**config.mk**
```make
export PLATFORM = sky130hd
export DESIGN_NAME = lsu_dm_port
export DESIGN_NICKNAME = d
export VERILOG_FILES = /design/src/rtl/lsu_dm_port.sv
export SDC_FILE = /design/constraint.sdc
export NUM_CORES = 1
export LEC_CHECK = 0
export CAP_MARGIN = 20
export CORE_UTILIZATION = 43
export DETAILED_ROUTE_END_ITERATION = 7
export PLACE_DENSITY = 0.79
export SETUP_SLACK_MARGIN = 0.1
export SLEW_MARGIN = 40
export SYNTH_ARGS = -nofsm -noshare
export SYNTH_HDL_FRONTEND = slang
export SYNTH_SLANG_ARGS = --single-unit
```
**constraint.sdc**
```tcl
create_clock -name clk -period 2.2 [get_ports clk]
set_input_delay 0.22 -clock clk [delete_from_list [all_inputs] [get_ports clk]]
set_output_delay 0.22 -clock clk [all_outputs]
set_load 0.01 [all_outputs]
```
**src/rtl/lsu_dm_port.sv**
```systemverilog
// rtl/lsu_dm_port.sv - MEM-stage load/store initiator for a word-addressed data memory
// Define LSU_MISALIGN_TRAP_EN to trap misaligned half/word accesses instead of forcing alignment.
module lsu_dm_port #(
  parameter int ADDR_WIDTH = 12
) (
  input  logic                  clk,
  input  logic                  rst_n,
  input  logic                  req_valid,
  output logic                  req_ready,
  input  logic                  req_we,
  input  logic [1:0]            req_size,
  input  logic                  req_signed,
  input  logic [31:0]           req_addr,
  input  logic [31:0]           req_wdata,
  output logic                  rsp_valid,
  input  logic                  rsp_ready,
  output logic [31:0]           rsp_rdata,
  output logic                  rsp_err,
  output logic [ADDR_WIDTH-3:0] mem_addr,
  output logic [31:0]           mem_din,
  output logic                  memwrite,
  output logic                  memread,
  input  logic [31:0]           mem_dout
);

  typedef enum logic [2:0] {
    S_IDLE,
    S_RD,
    S_CAP,
    S_WR,
    S_RSP
  } state_e;

  localparam logic [1:0] SZ_BYTE = 2'b00;
  localparam logic [1:0] SZ_HALF = 2'b01;
  localparam logic [1:0] SZ_WORD = 2'b10;

  state_e                state_q, state_d;
  logic [ADDR_WIDTH-1:0] addr_q, addr_d;
  logic [1:0]            size_q, size_d;
  logic                  signed_q, signed_d;
  logic                  we_q, we_d;
  logic [31:0]           din_q, din_d;
  logic [31:0]           rdata_q, rdata_d;
  logic                  err_q, err_d;

  logic [1:0]            req_size_n;
  logic [ADDR_WIDTH-1:0] req_addr_a;
  logic                  misaligned;
  logic                  unused_addr_hi;

  assign unused_addr_hi = ^req_addr[31:ADDR_WIDTH];

  function automatic logic [31:0] format_load(input logic [31:0] word, input logic [1:0] size,
                                              input logic [1:0] lane, input logic sgn);
    logic [7:0]  b;
    logic [15:0] h;
    case (lane)
      2'd0:    b = word[7:0];
      2'd1:    b = word[15:8];
      2'd2:    b = word[23:16];
      default: b = word[31:24];
    endcase
    h = lane[1] ? word[31:16] : word[15:0];
    case (size)
      SZ_BYTE: format_load = {{24{sgn & b[7]}}, b};
      SZ_HALF: format_load = {{16{sgn & h[15]}}, h};
      default: format_load = word;
    endcase
  endfunction

  // Only the addressed lane(s) take store data; the rest keep the word just read.
  function automatic logic [31:0] merge_store(input logic [31:0] word, input logic [31:0] wd,
                                              input logic [1:0] size, input logic [1:0] lane);
    logic [31:0] m;
    m = word;
    case (size)
      SZ_BYTE: begin
        case (lane)
          2'd0:    m[7:0]   = wd[7:0];
          2'd1:    m[15:8]  = wd[7:0];
          2'd2:    m[23:16] = wd[7:0];
          default: m[31:24] = wd[7:0];
        endcase
      end
      SZ_HALF: begin
        if (lane[1]) m[31:16] = wd[15:0];
        else         m[15:0]  = wd[15:0];
      end
      default: m = wd;
    endcase
    return m;
  endfunction

  always_comb begin
    req_size_n = (req_size == 2'b11) ? SZ_WORD : req_size;
    req_addr_a = req_addr[ADDR_WIDTH-1:0];
    misaligned = 1'b0;
`ifdef LSU_MISALIGN_TRAP_EN
    misaligned = ((req_size_n == SZ_HALF) && req_addr[0]) ||
                 ((req_size_n == SZ_WORD) && (req_addr[1:0] != 2'b00));
`else
    if (req_size_n == SZ_WORD)      req_addr_a[1:0] = 2'b00;
    else if (req_size_n == SZ_HALF) req_addr_a[0]   = 1'b0;
`endif
  end

  always_comb begin
    state_d  = state_q;
    addr_d   = addr_q;
    size_d   = size_q;
    signed_d = signed_q;
    we_d     = we_q;
    din_d    = din_q;
    rdata_d  = rdata_q;
    err_d    = err_q;
    case (state_q)
      S_IDLE: begin
        if (req_valid) begin
          addr_d   = req_addr_a;
          size_d   = req_size_n;
          signed_d = req_signed;
          we_d     = req_we;
          rdata_d  = '0;
          err_d    = misaligned;
          if (req_we) din_d = req_wdata;
          // Word stores need no read; sub-word stores read first to merge.
          if (misaligned)                            state_d = S_RSP;
          else if (req_we && req_size_n == SZ_WORD)  state_d = S_WR;
          else                                       state_d = S_RD;
        end
      end
      S_RD: state_d = S_CAP;
      S_CAP: begin
        if (we_q) begin
          din_d   = merge_store(mem_dout, din_q, size_q, addr_q[1:0]);
          state_d = S_WR;
        end else begin
          rdata_d = format_load(mem_dout, size_q, addr_q[1:0], signed_q);
          state_d = S_RSP;
        end
      end
      S_WR: state_d = S_RSP;
      S_RSP: begin
        if (rsp_ready) state_d = S_IDLE;
      end
      default: state_d = S_IDLE;
    endcase
  end

  always_ff @(posedge clk or negedge rst_n) begin
    if (!rst_n) begin
      state_q  <= S_IDLE;
      addr_q   <= '0;
      size_q   <= SZ_BYTE;
      signed_q <= 1'b0;
      we_q     <= 1'b0;
      din_q    <= '0;
      rdata_q  <= '0;
      err_q    <= 1'b0;
    end else begin
      state_q  <= state_d;
      addr_q   <= addr_d;
      size_q   <= size_d;
      signed_q <= signed_d;
      we_q     <= we_d;
      din_q    <= din_d;
      rdata_q  <= rdata_d;
      err_q    <= err_d;
    end
  end

  // Strobes decode straight from state so an async reset drops them immediately.
  assign req_ready = (state_q == S_IDLE);
  assign memread   = (state_q == S_RD);
  assign memwrite  = (state_q == S_WR);
  assign rsp_valid = (state_q == S_RSP);
  assign rsp_rdata = rdata_q;
  assign rsp_err   = err_q;
  assign mem_addr  = addr_q[ADDR_WIDTH-1:2];
  assign mem_din   = din_q;

endmodule
```
==> flow_summary.ini <==
[outcome]
status = complete, no violations

[setup_path]
path_class = flop to output pin
startpoint_type = flop
cp.arrival_ns = 1.79
required_ns = 1.98
endpoint_kind = output pin
crit_fanout = 7

[sta]
timing.final.crit_share_pct = 91.6
hold_viol = 0
period_minus_slack_ns = 2.01
setup_viol = 0
rsz0062_at_grt = no
tns_ns = 0
fin_ws_ns = 0.185
worst_slew_pin_slew_ns = 0.771
whs_ns = 0.394
final-max-slew-violation-count = 0
finClkSkew_ns = 0.0102
fmax_mhz = 496
relSlewSlack_pct = 48.6

[final_layout]
final_common_cell = clkdlybuf4s50_1
layout.nets = 687
area_delta_synth_final_pct = 45.7
final_cell_mix = clkdlybuf4s50_1 (159), dfrtp_1 (82), nand2_1 (47)
drive_above_1_share_pct = 15.3
antenna_cells = 0

[synth]
syn_area_per_cell_um2 = 10.3
synth_fa_ha_area_share_pct = 0
synthMuxAreaShare_pct = 13.6
synth_compound_area_share_pct = 19.6
synth_cell_types = 39
synth-simple-area-share_pct = 13.3
ys_seq_elements = 83
syn_nets = 530
synth_warnings = 0
ys_seq_area_share_pct = 47.4
synthArstFlopShare_pct = 100
synth_area_um2 = 4380
synth-xor-area-share_pct = 0
synth_edf_count = 0
synthCells = 426
synth-main-ff-cell = dfrtp_1
synth_top_family_by_area = compound AO/OA/AOI/OAI gates

[global_routing]
grt_pass1_wl_um = 21100
antenna_found_initial = 0
grt_use_met1_pct = 34.8
overflow = 0
grt_pass1_vias = 4032
grt_max_degree = 63
track_usage_pct = 27.0
use_met3_pct = 5.76
globalRoute.busiestLayer = met2
use_met2_pct = 44.2

[routing]
ant_nets = 0
route.detailed.drc = 0
vias = 4081
routed_wl_um = 14000
dr.pass1.iters = 6
wl_per_cell_um = 19.5
drtIter0Drc = 243
vias_per_cell = 5.67

[cts]
htree_levels = 3
cts_tree = built
clk_pin_slew_worst_paths_ns = 0.09
cts.sinks = 83
postCtsSetupBuffers = 0
root_buffer = clkbuf_8
cts_buffers = 9
cts_max_path_buffers = 2
insertion_delay_ns = 0.36

[place]
place_congestion = 0.987
dpl.hpwl_um = 10700
port_buffers = 161
pre_cts_slack_ns = 0.153

[floorplan]
start_util_pct = 44.6
rows = 36
die_y_um = 103
coreArea_um2 = 9820
io_pins = 183
die_w_um = 103
dieArea_um2 = 10600

[pwr]
power_mw = 8.22
powerDensity_nw_per_um2 = 1290
ir_drop_uv = 648
total_leakage_power_nw = 2.73

[job]
maxCapViolations = 0

[min_path]
min_path_type = primary input to asynchronous set/reset pin
## power breakdown
group,switching [mW],total (mW),leakage [nW],internal (mW)
logic,2.09,4.35,1.57,2.26
clock network,0.561,1.23,0.109,0.670
registers,0.491,2.63,1.05,2.14
total,3.14,8.22,2.73,5.08
## what timing repair did
item | 4_1_cts | 5_1_grt
gates resized for setup | 1 | 4
hold buffers | 1 | 0
hold endpoints to repair | 60 | 0
endpoints found under the setup margin | 1 | 17
## per-stage QoR
stage / area, um2 / instances / util (%)
2_1_floorplan: 4380 / 426 / -
3_3_place_gp: 6130 / 704 / 62.4
3_5_place_dp: 6130 / 704 / 62.4
4_1_cts: 6370 / 720 / 64.9
5_1_grt: 6380 / 720 / 65.0
6_report: 6380 / 720 / 65.0
## Yosys cell counts (9+ instances only)
library cell  instances  share of area (%)
dfrtp_1              83                 47
mux2i_1              17                3.9
a211oi_1             15                2.6
nand3_1              17                1.9
a21oi_1              10                1.1
and3_1               10                1.4
o211ai_1             16                2.7
nor2_1               13                1.1
clkbuf_1             18                1.5
o21ai_1              10                1.1
nand2_1              48                4.1
o21ai_0              14                1.6
buf_4                13                2.2
mux2_2               35                9.0
o2bb2ai_1             9                1.8
nand2b_1             12                1.7
a221o_1              16                3.7
## final cells by class
class	instances	area, um2
Fill cell	829	3440
Sequential cell	83	2080
Multi-Input combinational cell	294	2060
Timing Repair Buffer	190	1840
Tap cell	133	166
Clock buffer	10	138
Clock inverter	5	85.1
Inverter	5	18.8
## path summary, 6_finish.rpt
check | endpoint | start | depth (start not counted) | slack [ns]
max | memread | state_q[1]$_DFFE_PN0P_ | 3 | 0.19
min | rsp_rdata[25]$_DFFE_PN0P_ | rst_n | 2 | 0.39
max reg2reg | mem_din[6]$_DFFE_PN0P_ | state_q[1]$_DFFE_PN0P_ | 5 | 0.30
min reg2reg | rsp_rdata[7]$_DFFE_PN0P_ | rsp_rdata[7]$_DFFE_PN0P_ | 2 | 0.50
max in group asynchronous | mem_din[13]$_DFFE_PN0P_ | rst_n | 3 | 1.19
min in group clk | mem_din[28]$_DFFE_PN0P_ | req_wdata[28] | 3 | 0.44
## sequential cells by signal, summed over array words and instances, names as in the netlist
signal / flops
rsp_rdata: 32
mem_din: 32
signed_q: 1
addr_q: 12
we_q: 1
size_q: 2
state_q: 3
## worst max-delay path, cell delays in order, from the launching register on
cell and delay [ns]:
dfrtp_2 0.46, buf_4 0.17, nor3_1 0.21, clkdlybuf4s50_1 0.59
## cell families after synthesis
kind of cell	after synthesis
flip-flops	83
buffers and inverters	49
other	1
multiplexers	54
AND/OR/NAND/NOR	120
AO/OA/AOI/OAI	119
## metal layers
metal | up-vias | share of wire (%) | wire, um
met3 | 36 | 8.8 | 1230
met4 | 0 | 2.9 | 405
li1 | 1875 | - | -
met2 | 216 | 47 | 6640
met1 | 1954 | 41 | 5750
met5 | - | 0 | 0
Power figures use the tool's default switching activity.
